### src/rtl/forth_pkg.sv
// Shared definitions for the Forth core data path: cell width, stack error
// codes and the error-state enum used by the data stack.
package forth_pkg;

    localparam int WIDTH = 3;

    localparam logic [1:0] ERR_NONE = 2'b00;
    localparam logic [1:0] ERR_OVF  = 2'b01;
    localparam logic [1:0] ERR_UNF  = 2'b10;

    typedef enum logic [1:0] {
        ST_OK  = 2'd0,
        ST_OVF = 2'd1,
        ST_UNF = 2'd2
    } err_state_e;

    function automatic logic [1:0] state_to_code(input err_state_e s);
        case (s)
            ST_OVF:  return ERR_OVF;
            ST_UNF:  return ERR_UNF;
            default: return ERR_NONE;
        endcase
    endfunction

endpackage

### src/rtl/data_stack_if.sv
// Control/status bundle between the Forth control unit (master) and the data
// stack (slave). DATA_STACK_PEEK_EN adds the peek_idx/peek_data debug port.
interface data_stack_if #(
    parameter int WIDTH = forth_pkg::WIDTH,
    parameter int DEPTH = 8
) ();
    localparam int AW = $clog2(DEPTH);
    localparam int DW = AW + 1;

    logic             push;
    logic             pop;
    logic [WIDTH-1:0] push_data;
    logic             err_clr;
    logic [WIDTH-1:0] top;
    logic [DW-1:0]    depth;
    logic             empty;
    logic             full;
    logic             err;
    logic [1:0]       err_code;
`ifdef DATA_STACK_PEEK_EN
    logic [AW-1:0]    peek_idx;
    logic [WIDTH-1:0] peek_data;

    modport master (
        output push, pop, push_data, err_clr, peek_idx,
        input  top, depth, empty, full, err, err_code, peek_data
    );
    modport slave (
        input  push, pop, push_data, err_clr, peek_idx,
        output top, depth, empty, full, err, err_code, peek_data
    );
`else
    modport master (
        output push, pop, push_data, err_clr,
        input  top, depth, empty, full, err, err_code
    );
    modport slave (
        input  push, pop, push_data, err_clr,
        output top, depth, empty, full, err, err_code
    );
`endif

endinterface

### src/rtl/dstack_mem.sv
// Register array for the data stack: one write port and combinational reads
// (a second read port exists when DATA_STACK_PEEK_EN is defined).
module dstack_mem #(
    parameter int WIDTH = forth_pkg::WIDTH,
    parameter int DEPTH = 8,
    localparam int AW   = $clog2(DEPTH)
) (
    input  logic             clk,
    input  logic             i_we,
    input  logic [AW-1:0]    i_waddr,
    input  logic [WIDTH-1:0] i_wdata,
    input  logic [AW-1:0]    i_raddr,
    output logic [WIDTH-1:0] o_rdata
`ifdef DATA_STACK_PEEK_EN
    ,
    input  logic [AW-1:0]    i_praddr,
    output logic [WIDTH-1:0] o_prdata
`endif
);

    logic [WIDTH-1:0] r_mem [DEPTH];
    logic [DEPTH-1:0] w_row_we;

    // One-hot row enables; contents are never reset, sp alone defines validity.
    generate
        for (genvar gi = 0; gi < DEPTH; gi++) begin : g_row_we
            assign w_row_we[gi] = i_we && (i_waddr == AW'(gi));
        end
    endgenerate

    always_ff @(posedge clk) begin
        for (int i = 0; i < DEPTH; i++) begin
            if (w_row_we[i]) begin
                r_mem[i] <= i_wdata;
            end
        end
    end

    assign o_rdata = r_mem[i_raddr];

`ifdef DATA_STACK_PEEK_EN
    assign o_prdata = r_mem[i_praddr];
`endif

endmodule

### src/rtl/data_stack.sv
// LIFO holding every entry below T, with depth flags and a sticky
// overflow/underflow error FSM. DATA_STACK_PEEK_EN enables the peek port.
module data_stack #(
    parameter int WIDTH = forth_pkg::WIDTH,
    parameter int DEPTH = 8
) (
    input  logic         clk,
    input  logic         rst,
    data_stack_if.slave  bus
);
    import forth_pkg::*;

    localparam int AW = $clog2(DEPTH);
    localparam int DW = AW + 1;

    logic [DW-1:0]    r_sp;
    logic [DW-1:0]    w_sp_next;
    err_state_e       r_state;
    err_state_e       w_state_next;

    logic             w_empty;
    logic             w_full;
    logic             w_ill_push;
    logic             w_ill_pop;
    logic             w_we;
    logic [AW-1:0]    w_waddr;
    logic [AW-1:0]    w_top_addr;
    logic [WIDTH-1:0] w_rdata;

    assign w_empty    = (r_sp == '0);
    assign w_full     = (r_sp == DW'(DEPTH));
    // Modulo-DEPTH arithmetic also gives the right row when sp == DEPTH.
    assign w_top_addr = r_sp[AW-1:0] - AW'(1);

    assign w_ill_push = bus.push && !bus.pop && w_full;
    assign w_ill_pop  = bus.pop && !bus.push && w_empty;

    // Push+pop on a non-empty stack overwrites the top in place; on an empty
    // stack it falls through to the plain push path.
    always_comb begin
        w_sp_next = r_sp;
        w_we      = 1'b0;
        w_waddr   = r_sp[AW-1:0];
        if (bus.push && bus.pop && !w_empty) begin
            w_we    = 1'b1;
            w_waddr = w_top_addr;
        end else if (bus.push && !w_full) begin
            w_we      = 1'b1;
            w_waddr   = r_sp[AW-1:0];
            w_sp_next = r_sp + DW'(1);
        end else if (bus.pop && !bus.push && !w_empty) begin
            w_sp_next = r_sp - DW'(1);
        end
    end

    // First error wins while latched, but a fresh error beats a same-cycle clear.
    always_comb begin
        w_state_next = bus.err_clr ? ST_OK : r_state;
        if (w_ill_push && (r_state == ST_OK || bus.err_clr)) begin
            w_state_next = ST_OVF;
        end else if (w_ill_pop && (r_state == ST_OK || bus.err_clr)) begin
            w_state_next = ST_UNF;
        end
    end

    always_ff @(posedge clk) begin
        if (rst) begin
            r_sp    <= '0;
            r_state <= ST_OK;
        end else begin
            r_sp    <= w_sp_next;
            r_state <= w_state_next;
        end
    end

`ifdef DATA_STACK_PEEK_EN
    logic [AW-1:0]    w_peek_addr;
    logic [WIDTH-1:0] w_prdata;

    assign w_peek_addr = w_top_addr - bus.peek_idx;
`endif

    dstack_mem #(
        .WIDTH (WIDTH),
        .DEPTH (DEPTH)
    ) u_mem (
        .clk      (clk),
        .i_we     (w_we),
        .i_waddr  (w_waddr),
        .i_wdata  (bus.push_data),
        .i_raddr  (w_top_addr),
        .o_rdata  (w_rdata)
`ifdef DATA_STACK_PEEK_EN
        ,
        .i_praddr (w_peek_addr),
        .o_prdata (w_prdata)
`endif
    );

    assign bus.top      = w_empty ? '0 : w_rdata;
    assign bus.depth    = r_sp;
    assign bus.empty    = w_empty;
    assign bus.full     = w_full;
    assign bus.err      = (r_state != ST_OK);
    assign bus.err_code = state_to_code(r_state);

`ifdef DATA_STACK_PEEK_EN
    assign bus.peek_data = (DW'(bus.peek_idx) < r_sp) ? w_prdata : '0;
`endif

endmodule

### src/flat_wrapper.sv
// flat-port wrapper written by rule: the top's interface ports become plain ports
module data_stack_flat import forth_pkg::*;
#(
    parameter int WIDTH = forth_pkg::WIDTH,
    parameter int DEPTH = 8
)
  (clk, rst, bus_push, bus_pop, bus_push_data, bus_err_clr, bus_top, bus_depth, bus_empty, bus_full, bus_err, bus_err_code);
  data_stack_if #(.WIDTH(WIDTH), .DEPTH(DEPTH)) bus_i ();
  input  logic clk;
  input  logic rst;
  input wire logic [$bits(bus_i.push)-1:0] bus_push;
  input wire logic [$bits(bus_i.pop)-1:0] bus_pop;
  input wire logic [$bits(bus_i.push_data)-1:0] bus_push_data;
  input wire logic [$bits(bus_i.err_clr)-1:0] bus_err_clr;
  output wire logic [$bits(bus_i.top)-1:0] bus_top;
  output wire logic [$bits(bus_i.depth)-1:0] bus_depth;
  output wire logic [$bits(bus_i.empty)-1:0] bus_empty;
  output wire logic [$bits(bus_i.full)-1:0] bus_full;
  output wire logic [$bits(bus_i.err)-1:0] bus_err;
  output wire logic [$bits(bus_i.err_code)-1:0] bus_err_code;
  assign bus_i.push = bus_push;
  assign bus_i.pop = bus_pop;
  assign bus_i.push_data = bus_push_data;
  assign bus_i.err_clr = bus_err_clr;
  assign bus_top = bus_i.top;
  assign bus_depth = bus_i.depth;
  assign bus_empty = bus_i.empty;
  assign bus_full = bus_i.full;
  assign bus_err = bus_i.err;
  assign bus_err_code = bus_i.err_code;
  data_stack #(.WIDTH(WIDTH), .DEPTH(DEPTH)) u_core (.clk(clk), .rst(rst), .bus(bus_i));
endmodule
### config.mk
export PLATFORM = sky130hd
export DESIGN_NAME = data_stack_flat
export DESIGN_NICKNAME = d
export VERILOG_FILES = /design/src/rtl/forth_pkg.sv /design/src/rtl/data_stack_if.sv /design/src/rtl/dstack_mem.sv /design/src/rtl/data_stack.sv /design/src/flat_wrapper.sv
export SDC_FILE = /design/constraint.sdc
export NUM_CORES = 1
export LEC_CHECK = 0
export ABC_CLOCK_PERIOD_IN_PS = 5600
export BUFFER_PORTS_ARGS = -buffer_cell sky130_fd_sc_hd__clkbuf_2
export CAP_MARGIN = 20
export CORE_AREA = 8 8 61 63
export DETAILED_ROUTE_END_ITERATION = 16
export DIE_AREA = 0 0 69 71
export PLACE_DENSITY = 0.75
export SETUP_SLACK_MARGIN = 0.02
export SKIP_CTS_REPAIR_TIMING = 1
export SLEW_MARGIN = 20
export SYNTH_ARGS = -nofsm -noshare
export SYNTH_HDL_FRONTEND = slang
export SYNTH_SLANG_ARGS = --single-unit
export TNS_END_PERCENT = 30
### constraint.sdc
create_clock -name clk -period 5.6 [get_ports clk]
set_input_delay 1.12 -clock clk [delete_from_list [all_inputs] [get_ports clk]]
set_output_delay 1.12 -clock clk [all_outputs]
set_load 0.05 [all_outputs]
==> summary.txt <==
Worst setup path
  – Crit Path Max Fanout: 15
  – Crit path required time: 4.48 ns
  – Worst Path Buf+Inv: 2
  – Setup CP Type: flip-flop to primary output
  – Critical Path Start Type: flip-flop
  – CP peak stage delay: between 0.7 and 0.8 ns
  – Kind of cell adding the most delay to the critical path: flip-flops
  – R2R cell count: 10
  – Worst Setup End Kind: primary output
  – Worst r2r src: u_core.bus.depth[0]$_SDFFE_PP0P_
  – RR Endpoint: u_core.bus.depth[3]$_SDFFE_PP0P_
  – CP Depth: 6
  – Critical path arrival: 2.69 ns
  – CP max-delay cell: dfxtp_1
  – R2R Setup Slk: 2.83 ns
  – CP Cell Sequence: inv_1 -> ha_1 -> mux4_2 -> mux2i_1 -> nor2_1 -> clkbuf_2

GRT
  – GRT busiest layer: met2
  – GR Layer Usage met2: 17.11%
  – Met3 usage: 4.895%
  – Remaining global-route overflow: 0
  – Total GRT Usage: a little over a tenth
  – M1 GR Usage: a little under an eighth
  – Initial antenna violation count: 0
  – Vias in the first global route: 908
  – First-pass GRT wire length: about 4200 µm
  – Pin count of the biggest net entering global routing: 16

Synthesis
  – Number of flops mapped to enable cells by yosys: 24
  – Ys async rst share: 0%
  – Compound-gate portion of the synthesized area: 6.266%
  – Post-synthesis sequential area ratio: a little under three fifths
  – Post-Syn Area: 1478 µm²
  – Syn_nets: 122
  – Largest family of logic cells by synthesized area: simple AND/OR/NAND/NOR gates
  – Post-synthesis mux area share: between 10% and 20%
  – Synth Area in XOR/XNOR: 2.964%
  – Post-synthesis register bit count: 30
  – Yosys warning count: 0
  – Simple-Gate Fraction of Synth Area: ~14%
  – Synth Area in Adders: 3.895%
  – Syn Area/Cell: 13.43 µm²
  – Post-Syn Instances: 110
  – Most used DFF post-synth: edfxtp_1
  – Distinct cell type count after synthesis: 32

Clock tree
  – Clk sink count: 30
  – Worst-skew pair later-pin latency: roughly 0.31 ns
  – Root Buffer: clkbuf_4
  – CTS max path bufs: 2
  – TritonCTS clock tree: built
  – # H-tree levels: 2
  – Clk slew on worst S/H paths: 0.09 ns
  – Total CTS buffers: 5

Timing
  – Clk_skew: 0.006274 ns
  – Hold slack: 0.5419 ns
  – Worst rel slew slack: between 50% and 60%
  – Fin crit period: 3.814 ns
  – Setup tns final: 0 ns
  – Period utilisation layout: 68.11%
  – Worst-Margin Slew: 0.6986 ns
  – Hold Vio Cnt, Final: 0
  – Setup repair after global routing missed its margin: false
  – Final count of pins violating max slew: 0
  – Fmax: 262.2 MHz
  – Final setup vio count: 0

Finish
  – Area delta synth->final: 9.653%
  – Commonest cells after routing, fill and taps aside: edfxtp_1, clkbuf_2, nor2_1
  – Nets: 144
  – Commonest non-fill, non-tap cell in the layout: edfxtp_1
  – FILL cells: 250
  – Layout cell share with drive strength beyond 1: 28.03%
  – # diodes: 0

Floorplan
  – Die W: 69 µm
  – Die ar.: between 4000 and 5000 µm²
  – Starting Density: 51.80%
  – Ports: 20
  – Core Area: 2853 µm²
  – FP Rows: 20
  – Die Ht: 71 µm

Detailed routing
  – Vias: ~920
  – Routed Antenna Nets: 0
  – Vias per cell: 5.582
  – Residual DRC: 0
  – Detailed Route Iter0 Violations: 35
  – Routed len/inst: 15.64 µm
  – Detailed Route WL: between 2000 and 3000 µm
  – Pre-antenna DRT Iters: 4

Min path
  – Hold endpoint: u_core.r_state[1]$_SDFFE_PP0P_
  – Hold_sp: u_core.r_state[1]$_SDFFE_PP0P_
  – HP Class: flip-flop to flip-flop
  – Hold Path Cell Cnt: 2

Run
  – Max cap viols: 0

Place
  – HPWL Detailed: 2050 µm
  – RePlAce Congestion: between 0.7 and 0.8
  – Number of I/O port buffers: 19

Run status
  – Status: finished clean
-- tightest hold or removal path: stages, from the launching register on --
cell and delay (ns):
dfxtp_1 0.34, nand2b_1 0.10, a21oi_1 0.06
-- worst max-delay path by stage --
stage                                           startpoint    endpoint
after detailed placement  u_core.bus.depth[0]$_SDFFE_PP0P_  bus_top[1]
after global routing      u_core.bus.depth[0]$_SDFFE_PP0P_  bus_top[2]
after floorplan           u_core.bus.depth[0]$_SDFFE_PP0P_  bus_top[2]
final                     u_core.bus.depth[0]$_SDFFE_PP0P_  bus_top[1]
after global placement    u_core.bus.depth[0]$_SDFFE_PP0P_  bus_top[1]
after CTS                 u_core.bus.depth[0]$_SDFFE_PP0P_  bus_top[2]
-- logic make-up after synthesis --
kind of cell             after synthesis
AO/OA/AOI/OAI                         13
XOR/XNOR                               5
adder cells (fa/ha/maj)                4
buffers and inverters                  8
flip-flops                            30
multiplexers                          10
AND/OR/NAND/NOR                       40
-- metrics by stage --
step	setup WS [ns]	instances	instance area, µm²	util (%)
6_report	1.786	165	1620	56.80
5_1_grt	1.569	165	1620	56.80
4_1_cts	1.756	165	1620	56.80
3_5_place_dp	2.116	158	1573	55.13
3_3_place_gp	2.200	158	1573	55.13
2_1_floorplan	2.158	110	1478	-
-- cell type report --
cell class / instances / area, µm² / share of cell area [%]
Clock buffer: 5 / 37.54 / 2.317
Multi-Input combinational cell: 72 / 580.6 / 35.83
Inverter: 4 / 15.01 / 0.9266
Timing Repair Buffer: 19 / 95.09 / 5.869
Clock inverter: 2 / 10.01 / 0.6178
Tap cell: 33 / 41.29 / 2.548
Sequential cell: 30 / 840.8 / 51.89
-- Yosys cell counts (all sizes together) (2+ instances only) --
cell type | n | area [µm²]
buf | 3 | 27.52
nand2 | 5 | 18.77
nand2b | 3 | 18.77
inv | 4 | 15.01
a21o | 2 | 15.01
edfxtp | 24 | 720.7
nand4b | 2 | 17.52
ha | 3 | 37.54
xnor2 | 4 | 35.03
nor3 | 4 | 20.02
nand3 | 2 | 10.01
mux4 | 6 | 135.1
a211oi | 2 | 27.53
a21oi | 5 | 25.02
mux2i | 4 | 40.04
a31oi | 2 | 12.51
nor2 | 17 | 66.32
dfxtp | 6 | 120.1
nor2b | 3 | 21.27
-- state kept, by name, summed over array words and instances, names as in the netlist --
| register | flops |
|---|---|
| u_core.r_state | 2 |
| u_core.u_mem.r_mem | 24 |
| u_core.bus.depth | 4 |
-- per-layer routing --
layer  wire length, µm  share of wire (%)
met1              1055                 41
met2              1289                 50
met3               205                7.9
met4                30                1.2
met5                 0                  0
Power is not shown: default switching activity piles up to over one toggle a cycle in this logic, so the estimate is an artifact.
